## src/rtl/demux1_3_registered_if.sv

```systemverilog
// Handshake bundle for demux1_3_registered.
//   d_in/in_valid/in_ready/sel : producer side, one word routed by sel
//   outN/outN_valid/outN_ready : consumer side, one registered channel each
//   cntN                       : delivered-word counters (only with DEMUX_STATS_EN)
// Modports: slave = the demux, master = the environment driving/consuming it.
// Optional feature macro: DEMUX_STATS_EN.
interface demux1_3_registered_if #(
  parameter int unsigned WIDTH = 8
);
  logic [WIDTH-1:0] d_in;
  logic             in_valid;
  logic             in_ready;
  logic [1:0]       sel;

  logic [WIDTH-1:0] out0;
  logic [WIDTH-1:0] out1;
  logic [WIDTH-1:0] out2;
  logic             out0_valid;
  logic             out1_valid;
  logic             out2_valid;
  logic             out0_ready;
  logic             out1_ready;
  logic             out2_ready;

`ifdef DEMUX_STATS_EN
  logic [7:0]       cnt0;
  logic [7:0]       cnt1;
  logic [7:0]       cnt2;
`endif

  modport slave (
    input  d_in, in_valid, sel, out0_ready, out1_ready, out2_ready,
    output in_ready, out0, out1, out2, out0_valid, out1_valid, out2_valid
`ifdef DEMUX_STATS_EN
    , output cnt0, cnt1, cnt2
`endif
  );

  modport master (
    output d_in, in_valid, sel, out0_ready, out1_ready, out2_ready,
    input  in_ready, out0, out1, out2, out0_valid, out1_valid, out2_valid
`ifdef DEMUX_STATS_EN
    , input cnt0, cnt1, cnt2
`endif
  );

endinterface

```

## src/rtl/demux1_3_registered.sv

```systemverilog
// 1-to-3 registered demultiplexer with valid/ready handshakes.
// Each output channel is a one-entry buffer (EMPTY/FULL). A word on d_in is
// routed by sel (00->0, 01->1, 10/11->2) and appears on its channel one cycle
// after the input transfer. A full channel whose consumer is ready accepts a
// new word in the same cycle it drains, so a streaming channel has no bubbles.
// Ports:
//   clk   : clock, rising edge
//   rst_n : asynchronous active-low reset; empties all channels, zeroes data
//   bus   : demux1_3_registered_if.slave (data, sel, handshakes, counters)
// Optional feature macro: DEMUX_STATS_EN adds 8-bit wrapping delivered-word
// counters cnt0..cnt2 (one increment per output transfer).
module demux1_3_registered #(
  parameter int unsigned WIDTH = 8
) (
  input logic                   clk,
  input logic                   rst_n,
  demux1_3_registered_if.slave  bus
);

  localparam int unsigned NumCh = 3;

  logic [1:0]       ch_idx;
  logic [NumCh-1:0] out_ready;
  logic [NumCh-1:0] out_xfer;
  logic [NumCh-1:0] in_xfer;
  logic             in_ready;

  logic [NumCh-1:0] valid_q, valid_d;
  logic [WIDTH-1:0] data_q [NumCh];
  logic [WIDTH-1:0] data_d [NumCh];

  // sel=11 aliases channel 2
  assign ch_idx    = (bus.sel == 2'b11) ? 2'd2 : bus.sel;
  assign out_ready = {bus.out2_ready, bus.out1_ready, bus.out0_ready};

  // Gated by rst_n so nothing is offered as accepted while reset is held.
  assign in_ready     = rst_n & (~valid_q[ch_idx] | out_ready[ch_idx]);
  assign bus.in_ready = in_ready;

  always_comb begin
    out_xfer = '0;
    in_xfer  = '0;
    valid_d  = valid_q;
    for (int unsigned n = 0; n < NumCh; n++) begin
      data_d[n]   = data_q[n];
      out_xfer[n] = valid_q[n] & out_ready[n];
      in_xfer[n]  = bus.in_valid & in_ready & (32'(ch_idx) == n);
      // Load wins over drain: simultaneous transfer keeps the channel FULL.
      if (in_xfer[n]) begin
        valid_d[n] = 1'b1;
        data_d[n]  = bus.d_in;
      end else if (out_xfer[n]) begin
        valid_d[n] = 1'b0;
      end
    end
  end

  always_ff @(posedge clk or negedge rst_n) begin
    if (!rst_n) begin
      valid_q <= '0;
      for (int unsigned n = 0; n < NumCh; n++) begin
        data_q[n] <= '0;
      end
    end else begin
      valid_q <= valid_d;
      for (int unsigned n = 0; n < NumCh; n++) begin
        data_q[n] <= data_d[n];
      end
    end
  end

  assign bus.out0       = data_q[0];
  assign bus.out1       = data_q[1];
  assign bus.out2       = data_q[2];
  assign bus.out0_valid = valid_q[0];
  assign bus.out1_valid = valid_q[1];
  assign bus.out2_valid = valid_q[2];

`ifdef DEMUX_STATS_EN
  logic [7:0] cnt_q [NumCh];
  logic [7:0] cnt_d [NumCh];

  always_comb begin
    for (int unsigned n = 0; n < NumCh; n++) begin
      cnt_d[n] = cnt_q[n] + {7'd0, out_xfer[n]};
    end
  end

  always_ff @(posedge clk or negedge rst_n) begin
    if (!rst_n) begin
      for (int unsigned n = 0; n < NumCh; n++) begin
        cnt_q[n] <= '0;
      end
    end else begin
      for (int unsigned n = 0; n < NumCh; n++) begin
        cnt_q[n] <= cnt_d[n];
      end
    end
  end

  assign bus.cnt0 = cnt_q[0];
  assign bus.cnt1 = cnt_q[1];
  assign bus.cnt2 = cnt_q[2];
`endif

endmodule

```

## src/flat_wrapper.sv

```systemverilog
// flat-port wrapper written by rule: the top's interface ports become plain ports
module demux1_3_registered_flat 
#(
  parameter int unsigned WIDTH = 8
)
  (clk, rst_n, bus_d_in, bus_in_valid, bus_sel, bus_out0_ready, bus_out1_ready, bus_out2_ready, bus_in_ready, bus_out0, bus_out1, bus_out2, bus_out0_valid, bus_out1_valid, bus_out2_valid);
  demux1_3_registered_if #(.WIDTH(WIDTH)) bus_i ();
  input logic clk;
  input logic rst_n;
  input wire logic [$bits(bus_i.d_in)-1:0] bus_d_in;
  input wire logic [$bits(bus_i.in_valid)-1:0] bus_in_valid;
  input wire logic [$bits(bus_i.sel)-1:0] bus_sel;
  input wire logic [$bits(bus_i.out0_ready)-1:0] bus_out0_ready;
  input wire logic [$bits(bus_i.out1_ready)-1:0] bus_out1_ready;
  input wire logic [$bits(bus_i.out2_ready)-1:0] bus_out2_ready;
  output wire logic [$bits(bus_i.in_ready)-1:0] bus_in_ready;
  output wire logic [$bits(bus_i.out0)-1:0] bus_out0;
  output wire logic [$bits(bus_i.out1)-1:0] bus_out1;
  output wire logic [$bits(bus_i.out2)-1:0] bus_out2;
  output wire logic [$bits(bus_i.out0_valid)-1:0] bus_out0_valid;
  output wire logic [$bits(bus_i.out1_valid)-1:0] bus_out1_valid;
  output wire logic [$bits(bus_i.out2_valid)-1:0] bus_out2_valid;
  assign bus_i.d_in = bus_d_in;
  assign bus_i.in_valid = bus_in_valid;
  assign bus_i.sel = bus_sel;
  assign bus_i.out0_ready = bus_out0_ready;
  assign bus_i.out1_ready = bus_out1_ready;
  assign bus_i.out2_ready = bus_out2_ready;
  assign bus_in_ready = bus_i.in_ready;
  assign bus_out0 = bus_i.out0;
  assign bus_out1 = bus_i.out1;
  assign bus_out2 = bus_i.out2;
  assign bus_out0_valid = bus_i.out0_valid;
  assign bus_out1_valid = bus_i.out1_valid;
  assign bus_out2_valid = bus_i.out2_valid;
  demux1_3_registered #(.WIDTH(WIDTH)) u_core (.clk(clk), .rst_n(rst_n), .bus(bus_i));
endmodule
```

## config.mk

```make
export PLATFORM = sky130hd
export DESIGN_NAME = demux1_3_registered_flat
export DESIGN_NICKNAME = d
export VERILOG_FILES = /design/src/rtl/demux1_3_registered_if.sv /design/src/rtl/demux1_3_registered.sv /design/src/flat_wrapper.sv
export SDC_FILE = /design/constraint.sdc
export NUM_CORES = 1
export LEC_CHECK = 0
export CAP_MARGIN = 20
export CORE_MARGIN = 5
export CORE_UTILIZATION = 30
export CTS_CLUSTER_DIAMETER = 40
export DETAILED_ROUTE_END_ITERATION = 10
export DONT_BUFFER_PORTS = 1
export SLEW_MARGIN = 10
export SYNTH_ARGS = -nofsm -noshare
export SYNTH_HDL_FRONTEND = slang
export SYNTH_SLANG_ARGS = --single-unit
```

## constraint.sdc

```tcl
create_clock -name clk -period 2.2 [get_ports clk]
set_clock_uncertainty 0.05 [all_clocks]
set_input_delay 0.22 -clock clk [delete_from_list [all_inputs] [get_ports clk]]
set_output_delay 0.22 -clock clk [all_outputs]
set_load 0.02 [all_outputs]
```

==> results.json, run 1 <==
{
  "synthesis.area_mm2": 0.00106,
  "place_worst_setup_slack_ns": 0.509,
  "clock_tree.htree_level_count": 1,
  "cts_hold_repair.buffers": 12,
  "multi_input_comb_area_um2": 379,
  "final_nets": 102,
  "slew_viol_final": 0,
  "floorplan.core_area_mm2": 0.00339,
  "hold-worst-slack_ns": 0.0465,
  "cellLeakagePower_nw": 0.559,
  "finalCritPeriodShare_pct": 78.9,
  "post_dp_cell_area_mm2": 0.00113,
  "top_level_ports": 44,
  "wirelength_mm": 2.30,
  "cts.sink_count": 27,
  "syn-num-nets": 84,
  "sequential_fraction_of_the_synthesis_area_pct": 63.5,
  "die_x_um": 69.5,
  "clk_transition_reported_paths_ns": 0.14,
  "drt-vias-per-instance": 4.66,
  "synth_compound_area_share_pct": 0.941,
  "share_of_final_layout_standard_cells_stronger_than_drive_strength_1_pct": 41.2,
  "floorplan.die_area_mm2": 0.00484,
  "ctsLongestPathBuffers": 2,
  "synthSimpleGateAreaFrac_pct": 8.35,
  "timing_worst_slew_pin_value_ns": 0.479,
  "global_route.usage.total_pct": 10.2,
  "criticalPathCategory": "register to output pin",
  "portBuffers": 0,
  "routed_length_per_instance_um": 17.5,
  "max_clock_freq_mhz": 576,
  "yosys_warnings": 0,
  "layout.cell_area.non_filler_mm2": 0.00129,
  "end_kind": "output pin",
  "drt-initial-drc-count": 8,
  "cts.repair.resized": 0,
  "fp.dieH_um": 69.5,
  "fin_total_pwr_mw": 1.16,
  "antenna_violating_nets_post_route": 0,
  "drt_drc_violations_left": 0,
  "clkLatencyLatePin_ns": 0.32,
  "ys_seq_elements": 27,
  "clock-root-buffer": "clkbuf_4",
  "cap_violations": 0,
  "synth_top_family_by_area": "multiplexers",
  "rows": 21,
  "yosys.area_share.xor_xnor_pct": 0,
  "synth-adder-area-share_pct": 0,
  "hold_path_class": "input port to register",
  "crit_required_ns": 1.93,
  "layout_min_cycle_time_ns": 1.74,
  "total_cts_buffers": 3,
  "area_delta_synth_final_pct": 21.2,
  "routabilityCongestion": 0.802,
  "power.ir.vdd_worst_uv": 413,
  "pwr_density_cell_mw_per_mm2": 898,
  "grt_start_max_net_pins": 29,
  "maxSlewHeadroom_pct": 68.0,
  "rsz0062_at_grt": "no",
  "grt-ovfl-total": 0,
  "tns_ns": 0,
  "critical_path.cell_chain": "nand2b_1 > mux2i_1 > a21oi_1",
  "antenna-diode-count": 0,
  "hpwlAfterDp_mm": 1.70,
  "min_setup_slack_post_route_ns": 0.464,
  "grt_antenna_before_repair": 0,
  "grt_pass1_wl_mm": 3.84,
  "drt_pass1_iterations": 2,
  "avgSynthCellArea_um2": 15.6,
  "critPathMaxStageDelay_ns": 0.48,
  "cpMaxStageDelayCell": "dfrtp_1",
  "floorplan.initialDensity_pct": 31.4,
  "timing.final.hold_violations": 0,
  "tritoncts": "built",
  "first_global_vias": 739,
  "muxShareOfSynthArea_pct": 26.4,
  "arrival_ns": 1.47,
  "setup_viol": 0,
  "post_synth_inst_count": 68,
  "post-cts-setup-buffers": 0,
  "critPathMaxFanout": 3,
  "timing.critical_path.from_type": "register",
  "outcome": "complete, no violations",
  "netlist-cell-type-count": 15,
  "route.vias.total": 610,
  "register_area_um2": 676,
  "nFillCells": 334
}
## synth_stat cells
cell type	instances	area [µm²]
nand2_1	2	7.51
a21oi_1	1	5.00
nand2b_1	3	18.8
nor2b_1	2	12.5
inv_1	1	3.75
mux2_2	24	270
mux2i_1	1	10.0
nand3_2	1	10.0
dfrtp_1	27	676
or2_2	1	6.26
buf_2	1	5.00
nand3_1	1	5.00
nor3b_4	1	18.8
o21ai_0	1	5.00
and3b_2	1	10.0
## worst max-delay path, delay by kind of cell, from the launching register on
| family | cells | cell delay [ns] |
|---|---|---|
| flops | 1 | 0.48 |
| compound gates | 1 | 0.40 |
| simple gates | 1 | 0.17 |
| mux | 1 | 0.10 |
## stage by stage
stage | cells | util (%)
floorplan | 68 | -
global placement | 115 | 33.4
CTS | 131 | 38.0
global route | 131 | 38.0
detailed placement | 115 | 33.4
finish | 131 | 38.0
## final cells by class
class,instances,area share [%]
flip-flops and latches,27,52.4
multi-input cells,39,29.4
repair buffers,14,11.3
well taps,46,4.47
clock buffers,3,1.75
clock inverters,1,0.388
inverters,1,0.291
## report_power, final
part           switching (mW)  total, mW  internal (mW)
clock                   0.143      0.211         0.0681
sequential              0.202      0.798          0.595
combinational          0.0512      0.148         0.0972
total                   0.396       1.16          0.761
## state kept, by name, indices dropped and copies added, names as in the netlist
signal,cells
u_core.bus.out0,8
u_core.bus.out1,8
u_core.bus.out2,8
u_core.valid_q,3
## layout by cell type, fill, tap and decap left out
cell and n:
nand2b_1 3, dfrtp_1 27, and3b_2 1, nand3_1 1, inv_1 1, mux2_2 24, buf_12 1, nor2b_1 2
nor3b_4 1, nand2_1 2, buf_4 2, mux2i_1 1, a21oi_1 1, dlygate4sd3_1 11, o21ai_0 1, clkinv_2 1
or2_2 1, clkbuf_4 3, nand3_2 1
## metal layers
metal / vias up / routed length, µm / part of all wire, % / GRT usage [%]
li1: 271 / - / - / -
met1: 309 / 832 / 36 / 10.3
met2: 28 / 1200 / 52 / 17.9
met3: 2 / 242 / 11 / 5.65
met4: 0 / 21 / 0.91 / 3.25
met5: - / 0 / 0 / 0
## path summary, 6_finish.rpt
path                                    startpoint            endpoint  slack (ns)  cells after the start
worst max-delay path             u_core.valid_q[1]        bus_in_ready        0.46                      3
worst min-delay path                bus_out2_ready   u_core.valid_q[2]        0.05                      2
worst max register to register   u_core.valid_q[0]  u_core.bus.out0[2]        0.52                      3
worst min register to register  u_core.bus.out1[7]  u_core.bus.out1[7]        0.64                      1
max in group asynchronous                    rst_n  u_core.bus.out1[2]        1.66                      2
min in group asynchronous                    rst_n   u_core.valid_q[0]        0.28                      2
## cell families after synthesis
| logic type | Yosys count |
|---|---|
| flops | 27 |
| compound gates | 2 |
| simple gates | 12 |
| buf+inv | 2 |
| mux | 25 |
(Power assumes the default switching activity.)
==> inputs of run 2 (changes only) <==
==> constraint.sdc (replaced) <==
create_clock -name clk -period 1.48 [get_ports clk]
set_clock_uncertainty 0.05 [all_clocks]
set_input_delay 0.148 -clock clk [delete_from_list [all_inputs] [get_ports clk]]
set_output_delay 0.148 -clock clk [all_outputs]
set_load 0.02 [all_outputs]
==> run 2 against run 1 <==
Count of clock-buffer cells in the layout unchanged. Via count increased by 3.8%. The run now ends with setup timing left. Hold slack improved by 0.039 ns.
==> results.json, run 2 (synthesized netlist as in run 1, its figures left out) <==
{
  "clock_tree.htree_level_count": 1,
  "critPathMaxFanout": 2,
  "crit_required_ns": 1.28,
  "cts.sink_count": 27,
  "power.share.combinational_pct": 14.6,
  "grt_pass1_wl_mm": 3.86,
  "clkLatencyLatePin_ns": 0.32,
  "cellLeakagePower_nw": 0.608,
  "arrival_ns": 1.30,
  "top_level_ports": 44,
  "timing_worst_slew_pin_value_ns": 0.286,
  "tritoncts": "built",
  "clk_transition_reported_paths_ns": 0.14,
  "multi_input_comb_area_um2": 392,
  "commonest_cells_after_routing_fill_and_taps_aside": "26 x dfrtp_1, 24 x mux2_2, 13 x dlygate4sd3_1, 5 x buf_4",
  "fp.dieH_um": 69.5,
  "outcome": "finished, violations left",
  "p_sw_share_pct": 33.7,
  "drt-initial-drc-count": 21,
  "failing_checks": "setup timing",
  "register_area_um2": 677,
  "pwr-share-clk_pct": 18.1,
  "drt_pass1_iterations": 4,
  "portBuffers": 0,
  "criticalPathCategory": "register to output pin",
  "switching_power_mw": 0.588,
  "tns_ns": -0.0138,
  "antenna-diode-count": 0,
  "floorplan.initialDensity_pct": 31.4,
  "rows": 21,
  "timing.final.hold_violations": 0,
  "maxSlewHeadroom_pct": 80.9,
  "clock-root-buffer": "clkbuf_4",
  "finalCritPeriodShare_pct": 101,
  "grt_start_max_net_pins": 28,
  "final_nets": 110,
  "routed_length_per_instance_um": 16.7,
  "sequentialPowerShare_pct": 67.3,
  "drt-vias-per-instance": 4.55,
  "slew_viol_final": 0,
  "antenna_violating_nets_post_route": 0,
  "route.vias.total": 633,
  "max_clock_freq_mhz": 669,
  "routabilityCongestion": 0.785,
  "final_cell_utilization_of_the_core_pct": 41.3,
  "cap_violations": 0,
  "area_delta_synth_final_pct": 31.5,
  "finalNonFillerCells": 139,
  "power.ir.vdd_worst_uv": 362,
  "final_common_cell": "dfrtp_1",
  "min_setup_slack_post_route_ns": -0.0138,
  "post-place-cells": 120,
  "drt_drc_violations_left": 0,
  "floorplan.die_area_mm2": 0.00484,
  "nFillCells": 318,
  "grt_antenna_before_repair": 0,
  "power.internal_mw": 1.16,
  "first_global_vias": 729,
  "setup_viol": 1,
  "total_cts_buffers": 3,
  "rsz0062_at_grt": "yes",
  "floorplan.core_area_mm2": 0.00339,
  "die_x_um": 69.5,
  "hold-worst-slack_ns": 0.0854,
  "share_of_final_layout_standard_cells_stronger_than_drive_strength_1_pct": 48.4,
  "layout_min_cycle_time_ns": 1.49,
  "timing.critical_path.from_type": "register",
  "ctsLongestPathBuffers": 2,
  "end_kind": "output pin",
  "wirelength_mm": 2.32,
  "grt-ovfl-total": 0,
  "global_route.usage.total_pct": 10.2,
  "hold_path_class": "input port to register",
  "pwr_density_cell_mw_per_mm2": 1250
}
run 2: cell count changes in the layout (fill, tap and decap cells not counted), sizes merged:
cell and delta:
clkinv -1, clkinvlp +1, dlygate4sd3 +2, buf +6
run 2: layout make-up:
type,count,area share (%)
Clock buffer,3,1.61
Clock inverter,1,0.537
Timing Repair Buffer,22,17.1
Tap cell,46,4.11
Inverter,1,0.268
Sequential cell,27,48.4
Multi-Input combinational cell,39,28.0
run 2: worst max-delay path: stages, from the launching register on:
cell and delay [ns]:
dfrtp_2 0.43, buf_6 0.14, nand2b_4 0.05, mux2i_1 0.06
a21oi_1 0.15, buf_4 0.15
run 2: timing repair:
| action | CTS | global route |
|---|---|---|
| setup buffers | 0 | 0 |
| resized for setup | 1 | 3 |
| endpoints found under the setup margin | 1 | 11 |
| endpoints found under the hold margin | 53 | 0 |
| pin swaps | 1 | 2 |
| hold buffers | 15 | 0 |
run 2: final timing paths:
check	from	endpoint	slack [ns]	cells after the start
worst min register to register	u_core.valid_q[2]	u_core.valid_q[2]	0.49	2
worst max register to register	u_core.valid_q[0]	u_core.bus.out0[4]	0.05	4
worst max-delay path	u_core.valid_q[0]	bus_in_ready	-0.01	5
worst min-delay path	bus_sel[0]	u_core.valid_q[1]	0.09	2
max in group asynchronous	rst_n	u_core.valid_q[0]	0.93	3
min in group asynchronous	rst_n	u_core.bus.out1[5]	0.29	3
run 2: power groups by stage:
stage / Sequential (mW) / Combinational, mW / Clock, mW
finish: 1.17 / 0.255 / 0.316
global route: 1.20 / 0.285 / 0.357
floorplan: 1.16 / 0.154 / 0
detailed placement: 1.20 / 0.195 / 0
global placement: 1.19 / 0.188 / 0
CTS: 1.18 / 0.255 / 0.336
run 2: per-stage QoR:
| step | total power [mW] | area (µm²) | setup WS [ns] |
|---|---|---|---|
| after detailed placement | 1.39 | 1180 | 0.0413 |
| final | 1.74 | 1400 | -0.0138 |
| after CTS | 1.77 | 1390 | -0.0229 |
| after floorplan | 1.32 | 1060 | -0.0262 |
| after global placement | 1.38 | 1180 | 0.0717 |
| after global routing | 1.84 | 1400 | -0.0657 |
run 2: routing by layer:
layer,routed length (µm),vias up,part of all wire [%],GRT usage [%]
li1,-,285,-,-
met1,892,319,38,11.3
met2,1140,27,49,16.9
met3,255,2,11,3.91
met4,27,0,1.2,5.21
met5,0,-,0,0
